===== config.mk =====
export PLATFORM = sky130hd
export DESIGN_NAME = gcd_operand_loader
export DESIGN_NICKNAME = d
export VERILOG_FILES = /design/src/rtl/gcd_pkg.sv /design/src/rtl/gcd_pair_fifo.sv /design/src/rtl/gcd_operand_loader.sv
export SDC_FILE = /design/constraint.sdc
export NUM_CORES = 1
export LEC_CHECK = 0
export BUFFER_PORTS_ARGS = -buffer_cell sky130_fd_sc_hd__buf_2
export CAP_MARGIN = 20
export CELL_PAD_IN_SITES_DETAIL_PLACEMENT = 1
export CELL_PAD_IN_SITES_GLOBAL_PLACEMENT = 1
export CORE_ASPECT_RATIO = 1.25
export CORE_UTILIZATION = 47
export DETAILED_ROUTE_END_ITERATION = 10
export PLACE_DENSITY_LB_ADDON = 0.1
export SLEW_MARGIN = 10
export SYNTH_ARGS = -nofsm -noshare
export SYNTH_HDL_FRONTEND = slang
export SYNTH_HIERARCHICAL = 1
export SYNTH_SLANG_ARGS = --single-unit

===== constraint.sdc =====
create_clock -name clk -period 3.4 [get_ports clk]
set_input_delay 0.17 -clock clk [delete_from_list [all_inputs] [get_ports clk]]
set_output_delay 0.17 -clock clk [all_outputs]
set_load 0.05 [all_outputs]

===== src/rtl/gcd_pkg.sv =====
// rtl/gcd_pkg.sv - shared types and defaults for the GCD operand loader
package gcd_pkg;

    localparam int GCD_WIDTH = 16;

    typedef enum logic [2:0] {
        IDLE   = 3'd0,
        LOAD_A = 3'd1,
        LOAD_B = 3'd2,
        RUN    = 3'd3,
        CLEAR  = 3'd4
    } gcd_state_t;

    typedef struct packed {
        logic [GCD_WIDTH-1:0] a;
        logic [GCD_WIDTH-1:0] b;
    } gcd_pair_t;

endpackage


===== src/rtl/gcd_pair_fifo.sv =====
// rtl/gcd_pair_fifo.sv - small synchronous FIFO holding packed {a,b} operand pairs
module gcd_pair_fifo #(
    parameter int WIDTH = 16,
    parameter int DEPTH = 2
) (
    input  logic               clk,
    input  logic               rst_n,
    input  logic               push,
    input  logic [2*WIDTH-1:0] push_data,
    input  logic               pop,
    output logic               full,
    output logic               empty,
    output logic [2*WIDTH-1:0] head
);

    localparam int AW = (DEPTH > 1) ? $clog2(DEPTH) : 1;

    logic [2*WIDTH-1:0] mem [DEPTH];
    logic [AW-1:0]      wr_ptr;
    logic [AW-1:0]      rd_ptr;
    logic [AW:0]        count;
    logic               do_push;
    logic               do_pop;

    assign full    = (count == (AW+1)'(DEPTH));
    assign empty   = (count == '0);
    // A push while full is refused even when a pop happens in the same cycle.
    assign do_push = push && !full;
    assign do_pop  = pop && !empty;
    assign head    = mem[rd_ptr];

    always_ff @(posedge clk or negedge rst_n) begin
        if (!rst_n) begin
            wr_ptr <= '0;
            rd_ptr <= '0;
            count  <= '0;
        end else begin
            if (do_push) begin
                wr_ptr <= wr_ptr + AW'(1);
            end
            if (do_pop) begin
                rd_ptr <= rd_ptr + AW'(1);
            end
            case ({do_push, do_pop})
                2'b10:   count <= count + (AW+1)'(1);
                2'b01:   count <= count - (AW+1)'(1);
                default: count <= count;
            endcase
        end
    end

    always_ff @(posedge clk) begin
        if (do_push) begin
            mem[wr_ptr] <= push_data;
        end
    end

endmodule


===== src/rtl/gcd_operand_loader.sv =====
// rtl/gcd_operand_loader.sv - queues operand pairs and sequences them into the GCD core
module gcd_operand_loader
    import gcd_pkg::*;
#(
    parameter int WIDTH   = GCD_WIDTH,
    parameter int DEPTH   = 2,
    parameter int TIMEOUT = 1024
) (
    input  logic             clk,
    input  logic             rst_n,
    input  logic             in_valid,
    output logic             in_ready,
    input  logic [WIDTH-1:0] in_a,
    input  logic [WIDTH-1:0] in_b,
    output logic [WIDTH-1:0] op_data,
    output logic             start,
    input  logic             gcd_done,
    output logic             core_clr,
    output logic             busy,
    output logic             err_zero,
    output logic             err_timeout,
    output logic [7:0]       job_cnt
);

    localparam int CW = $clog2(TIMEOUT);

    gcd_state_t         state;
    gcd_state_t         state_nxt;
    logic [CW-1:0]      run_cnt;
    logic               fifo_full;
    logic               fifo_empty;
    logic               fifo_pop;
    logic [2*WIDTH-1:0] head;
    logic [WIDTH-1:0]   head_a;
    logic [WIDTH-1:0]   head_b;
    logic               zero_drop;
    logic               timeout_hit;
    logic               job_done;

    assign head_a   = head[2*WIDTH-1:WIDTH];
    assign head_b   = head[WIDTH-1:0];
    assign in_ready = !fifo_full;

    // Zero operands would spin the subtract loop forever, so they never reach the core.
    assign zero_drop   = (state == IDLE) && !fifo_empty && ((head_a == '0) || (head_b == '0));
    assign job_done    = (state == RUN) && gcd_done;
    assign timeout_hit = (state == RUN) && !gcd_done && (run_cnt == CW'(TIMEOUT - 1));
    assign fifo_pop    = (state == CLEAR) || zero_drop;

    gcd_pair_fifo #(
        .WIDTH (WIDTH),
        .DEPTH (DEPTH)
    ) u_fifo (
        .clk       (clk),
        .rst_n     (rst_n),
        .push      (in_valid && in_ready),
        .push_data ({in_a, in_b}),
        .pop       (fifo_pop),
        .full      (fifo_full),
        .empty     (fifo_empty),
        .head      (head)
    );

    always_ff @(posedge clk or negedge rst_n) begin
        if (!rst_n) begin
            state <= IDLE;
        end else begin
            state <= state_nxt;
        end
    end

    always_comb begin
        state_nxt = state;
        case (state)
            IDLE: begin
                if (!fifo_empty && !zero_drop) begin
                    state_nxt = LOAD_A;
                end
            end
            LOAD_A: state_nxt = LOAD_B;
            LOAD_B: state_nxt = RUN;
            RUN: begin
                if (job_done || timeout_hit) begin
                    state_nxt = CLEAR;
                end
            end
            CLEAR:   state_nxt = IDLE;
            default: state_nxt = IDLE;
        endcase
    end

    always_comb begin
        op_data  = '0;
        start    = 1'b0;
        core_clr = 1'b0;
        busy     = (state != IDLE);
        case (state)
            LOAD_A: begin
                op_data = head_a;
                start   = 1'b1;
            end
            LOAD_B:  op_data = head_b;
            CLEAR:   core_clr = 1'b1;
            default: ;
        endcase
    end

    always_ff @(posedge clk or negedge rst_n) begin
        if (!rst_n) begin
            run_cnt     <= '0;
            job_cnt     <= '0;
            err_zero    <= 1'b0;
            err_timeout <= 1'b0;
        end else begin
            run_cnt     <= (state == RUN) ? run_cnt + CW'(1) : '0;
            err_zero    <= zero_drop;
            err_timeout <= timeout_hit;
            if (job_done) begin
                job_cnt <= job_cnt + 8'd1;
            end
        end
    end

endmodule


# Word level (Yosys, flattened, before mapping)
# Memories as Yosys holds them, arrays and structs flattened.
# Cells that the tools add are included.
word_totals:
  reg_bits: 27
  ram_bits: 64
  inputBits: 36
  output_inout_bits: 30
  wordCells: 58
  n_memories: 1
classes:
  addsub: 6
  n_eq_ne: 10
  mux: 10
  reduce_logical: 23
mem_list:
  columns: ["memory", "depth", "word_bits", "read_ports", "rd_clocked_by_memory_dff", "wr", "line", "source"]
  rows:
  - ["u_fifo.mem", 2, 32, 1, 0, 1, "gcd_pair_fifo.sv:18", "logic [2*WIDTH-1:0] mem [DEPTH];"]
op_table:
  columns: ["cell", "count"]
  rows:
  - ["zero test 16 bit", 2]
  - ["one-hot mux 16 bit (2 select lines)", 1]
  - ["one-hot mux 3 bit (4 select lines)", 1]
  - ["adder 10 x 1 -> 10 bit, second input constant", 1]
  - ["== test 10 bit, second input constant", 1]
  - ["two-way mux 10 bit", 1]
  - ["logical AND 1 bit", 9]
  - ["adder 8 x 1 -> 8 bit, second input constant", 1]
  - ["== test 3 x 2 -> 1 bit, second input constant", 2]
  - ["two-way mux 3 bit", 2]
  - ["== test 2 bit, second input constant", 2]
  - ["zero test 1 bit", 4]
  - ["two-way mux 1 bit", 4]
  - ["!= test 2 x 1 -> 1 bit, second input constant", 2]
  - ["one-hot mux 2 bit (2 select lines)", 1]
  - ["== test 3 x 1 -> 1 bit, second input constant", 1]
  - ["== test 3 bit, second input constant", 1]
  - ["zero test 3 bit", 1]
  - ["logical OR 1 bit", 3]
  - ["nonzero test 3 bit", 1]
  - ["adder 1 bit, second input constant", 2]
  - ["adder 2 x 1 -> 2 bit, second input constant", 1]
  - ["== test 2 x 1 -> 1 bit, second input constant", 1]
  - ["zero test 2 bit", 1]
  - ["other kinds (3)", 3]

# Depth between registers and ports, before layout
logic_depth:
  depth_word: 8
  ltp_mapped: 12
  depth_no_buf: 10

# Hierarchy
# Netlist, hierarchy kept.
by_module_without_submodules:
  columns: ["mod", "n_inst", "cells_per_inst", "area_each_um2", "seq_area_each_um2"]
  rows:
  - ["gcd_pair_fifo", 1, 118, 2658.8, 2021.9]
  - ["gcd_operand_loader", 1, 129, 1320.0, 575.6]

# Least setup slack after synthesis
# No wires, ideal clock.
synth_timing:
  kind: "register to register"
  start: "register u_fifo.count[0]"
  end: "memory u_fifo/mem[0][0] (netlist bit) (enable)"
  setup_ns: 0.421
  arrival_ns: 2.163
  t_required_ns: 2.979
  slack_ns: 0.816
  path_stages_with_launch: 6
  path_buffers: 0
  period_less_slack_ns: 2.584
  cell_sequence: "dfrtp_1 nand2b_1 inv_1 nor2b_1 nand2_1 nor2_1"
synth_between:
  elab_chain_cells: 6
synth_lines:
  columns: ["item", "line", "source"]
  rows:
  - ["start: declaration", "gcd_pair_fifo.sv:21", "logic [AW:0] count;"]
  - ["start signal: assignment", "gcd_pair_fifo.sv:45", "2'b10: count <= count + (AW+1)'(1);"]
  - ["start signal: assignment", "gcd_pair_fifo.sv:46", "2'b01: count <= count - (AW+1)'(1);"]
  - ["start signal: assignment", "gcd_pair_fifo.sv:47", "default: count <= count;"]
  - ["== test 2 bit *", "gcd_pair_fifo.sv:25", "assign full = (count == (AW+1)'(DEPTH));"]
  - ["net fifo_full", "gcd_operand_loader.sv:30", "logic fifo_full;"]
  - ["zero test 1 bit *", "gcd_pair_fifo.sv:28, gcd_operand_loader.sv:42", null]
  - ["logical AND 1 bit", "gcd_operand_loader.sv:56", ".push (in_valid && in_ready),"]
  - ["logical AND 1 bit *", "gcd_pair_fifo.sv:28", "assign do_push = push && !full;"]
  - ["two-way mux 1 bit *", "gcd_pair_fifo.sv:53", "if (do_push) begin"]
  - ["two-way mux 1 bit (implied by the code) *", "gcd_pair_fifo.sv:54", "mem[wr_ptr] <= push_data;"]
  - ["end: declaration", "gcd_pair_fifo.sv:18", null]
# Mark *: on every way through the listed nets, which the timed path passes. The rest lies on a longest branch.

# Final worst setup path
layout_timing:
  start: "register u_fifo.rd_ptr"
  end: "register u_fifo.count[1]"
layout_between:
  elab_chain_cells: 8
  elab_cells_between_ends: 11
  cone_classes: "eq/ne: 2; mux: 1; reduce/logical: 7; memory: 1"
layout_lines:
  columns: ["item", "line", "source"]
  rows:
  - ["start: declaration", "gcd_pair_fifo.sv:20", "logic [AW-1:0] rd_ptr;"]
  - ["start signal: assignment", "gcd_pair_fifo.sv:42", "rd_ptr <= rd_ptr + AW'(1);"]
  - ["memory read (2 x 32 bit) *", null, null]
  - ["net head[24]", "gcd_operand_loader.sv:33", "logic [2*WIDTH-1:0] head;"]
  - ["zero test 16 bit *", "gcd_operand_loader.sv:45", "assign zero_drop = (state == IDLE) && !fifo_empty && ((head_a == '0) || (head_b == '0));"]
  - ["logical OR 1 bit *", "gcd_operand_loader.sv:45", null]
  - ["logical AND 1 bit *", "gcd_operand_loader.sv:45", null]
  - ["logical OR 1 bit *", "gcd_operand_loader.sv:48", "assign fifo_pop = (state == CLEAR) || zero_drop;"]
  - ["net fifo_pop", "gcd_operand_loader.sv:32", "logic fifo_pop;"]
  - ["logical AND 1 bit *", "gcd_pair_fifo.sv:29", "assign do_pop = pop && !empty;"]
  - ["net u_fifo.do_pop", "gcd_pair_fifo.sv:23", "logic do_pop;"]
  - ["== test 2 x 1 -> 1 bit or == test 2 bit (tied branches)", "gcd_pair_fifo.sv:44", "case ({do_push, do_pop})"]
  - ["one-hot mux 2 bit (2 select lines) or nonzero test 2 bit (tied branches)", null, null]
# Marked as above.
# A chain may end at the register's enable or synchronous reset.

==> reports/results.tsv <==
metric	value	unit
finalMaxSlewViolations	0	
netlist_top_cells_area	edfxtp_1, dfrtp_1, mux2_4, a22o_1, xnor2_1	
cts_buffers	9	
clk-insertion-delay-late	0.36	ns
violations	design-rule violations	
stdcell_count	451	
hold_slack	0.0784	ns
finalHoldViolations	0	
ys_async_sr_fraction	29.7	%
dp.final_hpwl	5130	µm
drive_above_1_share	35.6	%
endpoint_kind	flip-flop	
finalPower	4.38	mW
utilization	59.6	%
crit_fanout	33	
setup-violations-final	0	
crit_type	flip-flop to flip-flop	
postCtsHoldBufs	33	
netlist_instances	247	
synth_ff_type	edfxtp_1	
peakVddDrop	0.572	mV
worst_slack	0.609	ns
syn2layout_area_growth	23.3	%
overflow	0	
io_buffers	65	
synth.distinct_cells	43	
crit_start	u_fifo/rd_ptr$_DFFE_PN0P_	
finalCriticalPeriod	2.79	ns
antenna_found_initial	0	
num_rows	37	
grt_max_degree	34	
first_pass_iters	7	
synthTopCellsByCount	edfxtp_1, mux2_4, dfrtp_1	
drt_iter0_drc	149	
reg2reg_slack	0.61	ns
cts.repair.resized	0	
r2r_cells	10	
initial_utilization	48.3	%
final_area	0.00491	mm²
placed_cell_area	0.00436	mm²
power.leakage	2.04	nW
diodes	0	
max_clock_freq	358	MHz
drv_cap	0	
yosysMostFrequentCell	edfxtp_1	
dieArea	0.00884	mm²
reg2reg_to	u_fifo/count[1]$_DFFE_PN0P_	
critPathCapture	u_fifo/count[1]$_DFFE_PN0P_	
gp_congestion	0.749	
fin_skew	0.00965	ns
cts_root_buffer	clkbuf_8	
viasPerCell	5.32	
setup_tns	0	ns
hold_class	input pin to flip-flop	
grt_pass1_vias	2707	
die_w	84.3	µm
dp_cells	403	
arrival	3.08	ns
clk_pin_slew	0.09	ns
synth_edf_count	64	
drc	8	
rsz0062_at_grt	false	
synth_top_cell_area_share	48.3	%
worstSetupStartpointType	flip-flop	
fin_nets	389	
io_pins	66	
ys_seq_area_share	65.3	%
yosysWarnings	6	
reg2reg_from	u_fifo/rd_ptr$_DFFE_PN0P_	
avgSynthCellArea	16.1	µm²
cts_buffer_depth	2	
netlist_area	0.00398	mm²
cts.sinks	91	
pre_cts_ws	0.597	ns
post_drt_wl_per_cell	18.0	µm
grt_first_pass_wirelength	13200	µm
status	finished with violations	
cts_setup_buffers	0	
synth_fp_nets	286	
crit_required	3.69	ns
worstMarginPinSlew	0.721	ns
core_area	0.00824	mm²
die-height	105	µm
period_share	82.1	%
htreeDepth	3	
ant_nets	0	
ys_seq_elements	91	
maxSlewHeadroom	51.9	%
synth_area_leader_cell	edfxtp_1	
finalWirelength	8110	µm
cts_tree	yes	
track_usage	19.9	%
vias	2398	
p_per_area	892	mW/mm²
## kinds of logic (layout without fill, tap and decap cells)
family,Yosys count,count (layout),share of synthesized area [%]
AO/OA/AOI/OAI,24,24,4.87
XOR/XNOR,19,19,4.18
adder cells (fa/ha/maj),3,3,0.943
buffers and inverters,12,119,2.96
flip-flops,91,91,65.3
multiplexers,33,33,12.1
AND/OR/NAND/NOR,65,65,9.69
## power by group
part | total [mW] | leakage, nW | switching (mW) | internal, mW
clock | 0.811 | 0.111 | 0.391 | 0.420
sequential | 1.64 | 0.943 | 0.155 | 1.48
combinational | 1.93 | 0.990 | 1.25 | 0.680
## final cells by class
class / count / area (µm²)
fill: 787 / 3330
sequential: 91 / 2600
inverter: 3 / 11.3
tap: 97 / 121
multi-input combinational: 144 / 1270
timing repair buffer: 101 / 691
clock inverter: 6 / 95.1
clock buffer: 9 / 124
## flip-flops by register name, indices dropped and copies added, names as in the netlist
name and flops:
job_cnt 8, u_fifo/count 2, run_cnt 10, err_timeout 1, err_zero 1, u_fifo/mem 64, u_fifo/rd_ptr 1, state 3
u_fifo/wr_ptr 1
## critical path, stage by stage, from the launching register on
cell and delay, ns:
dfrtp_2 0.38, buf_12 0.24, mux2_4 0.35, nor4_1 0.47, nand4_1 0.18, a21oi_1 0.21
o21a_1 0.13, nor2b_2 0.17, ha_1 0.27, nor2_1 0.14, xor2_1 0.15
## metal layers
metal | vias to the layer above | global-route usage [%] | share of wire (%)
met5 | - | 0 | 0
met1 | 1177 | 20.8 | 39
met3 | 23 | 4.03 | 3.9
met2 | 59 | 37.5 | 54
met4 | 0 | 9.61 | 2.7
li1 | 1139 | - | -
## cells in the final DEF (no fill, tap or decap), types with 5 or more instances in the layout
master         count
clkbuf_8           9
nand2_1            9
dfrtp_1           26
edfxtp_1          64
a22o_1            16
mux2_4            29
buf_2             65
xor2_1             8
xnor2_1           11
nor2_1            14
nor4_1             8
dlygate4sd3_1     33
nand4_1            5
## worst min-delay path by stage
| stage | start | endpoint | slack (ns) | depth (start not counted) |
|---|---|---|---|---|
| 2_1_floorplan | rst_n | err_timeout$_DFF_PN0_ | -0.13 | 0 |
| 3_3_place_gp | rst_n | run_cnt[6]$_DFF_PN0_ | 0.22 | 1 |
| 3_5_place_dp | rst_n | run_cnt[6]$_DFF_PN0_ | 0.23 | 1 |
| 4_1_cts | gcd_done | err_timeout$_DFF_PN0_ | 0.07 | 2 |
| 5_1_grt | gcd_done | err_timeout$_DFF_PN0_ | 0.09 | 2 |
| 6_report | gcd_done | err_timeout$_DFF_PN0_ | 0.08 | 2 |
No activity file was read; power rests on OpenSTA's default activity.
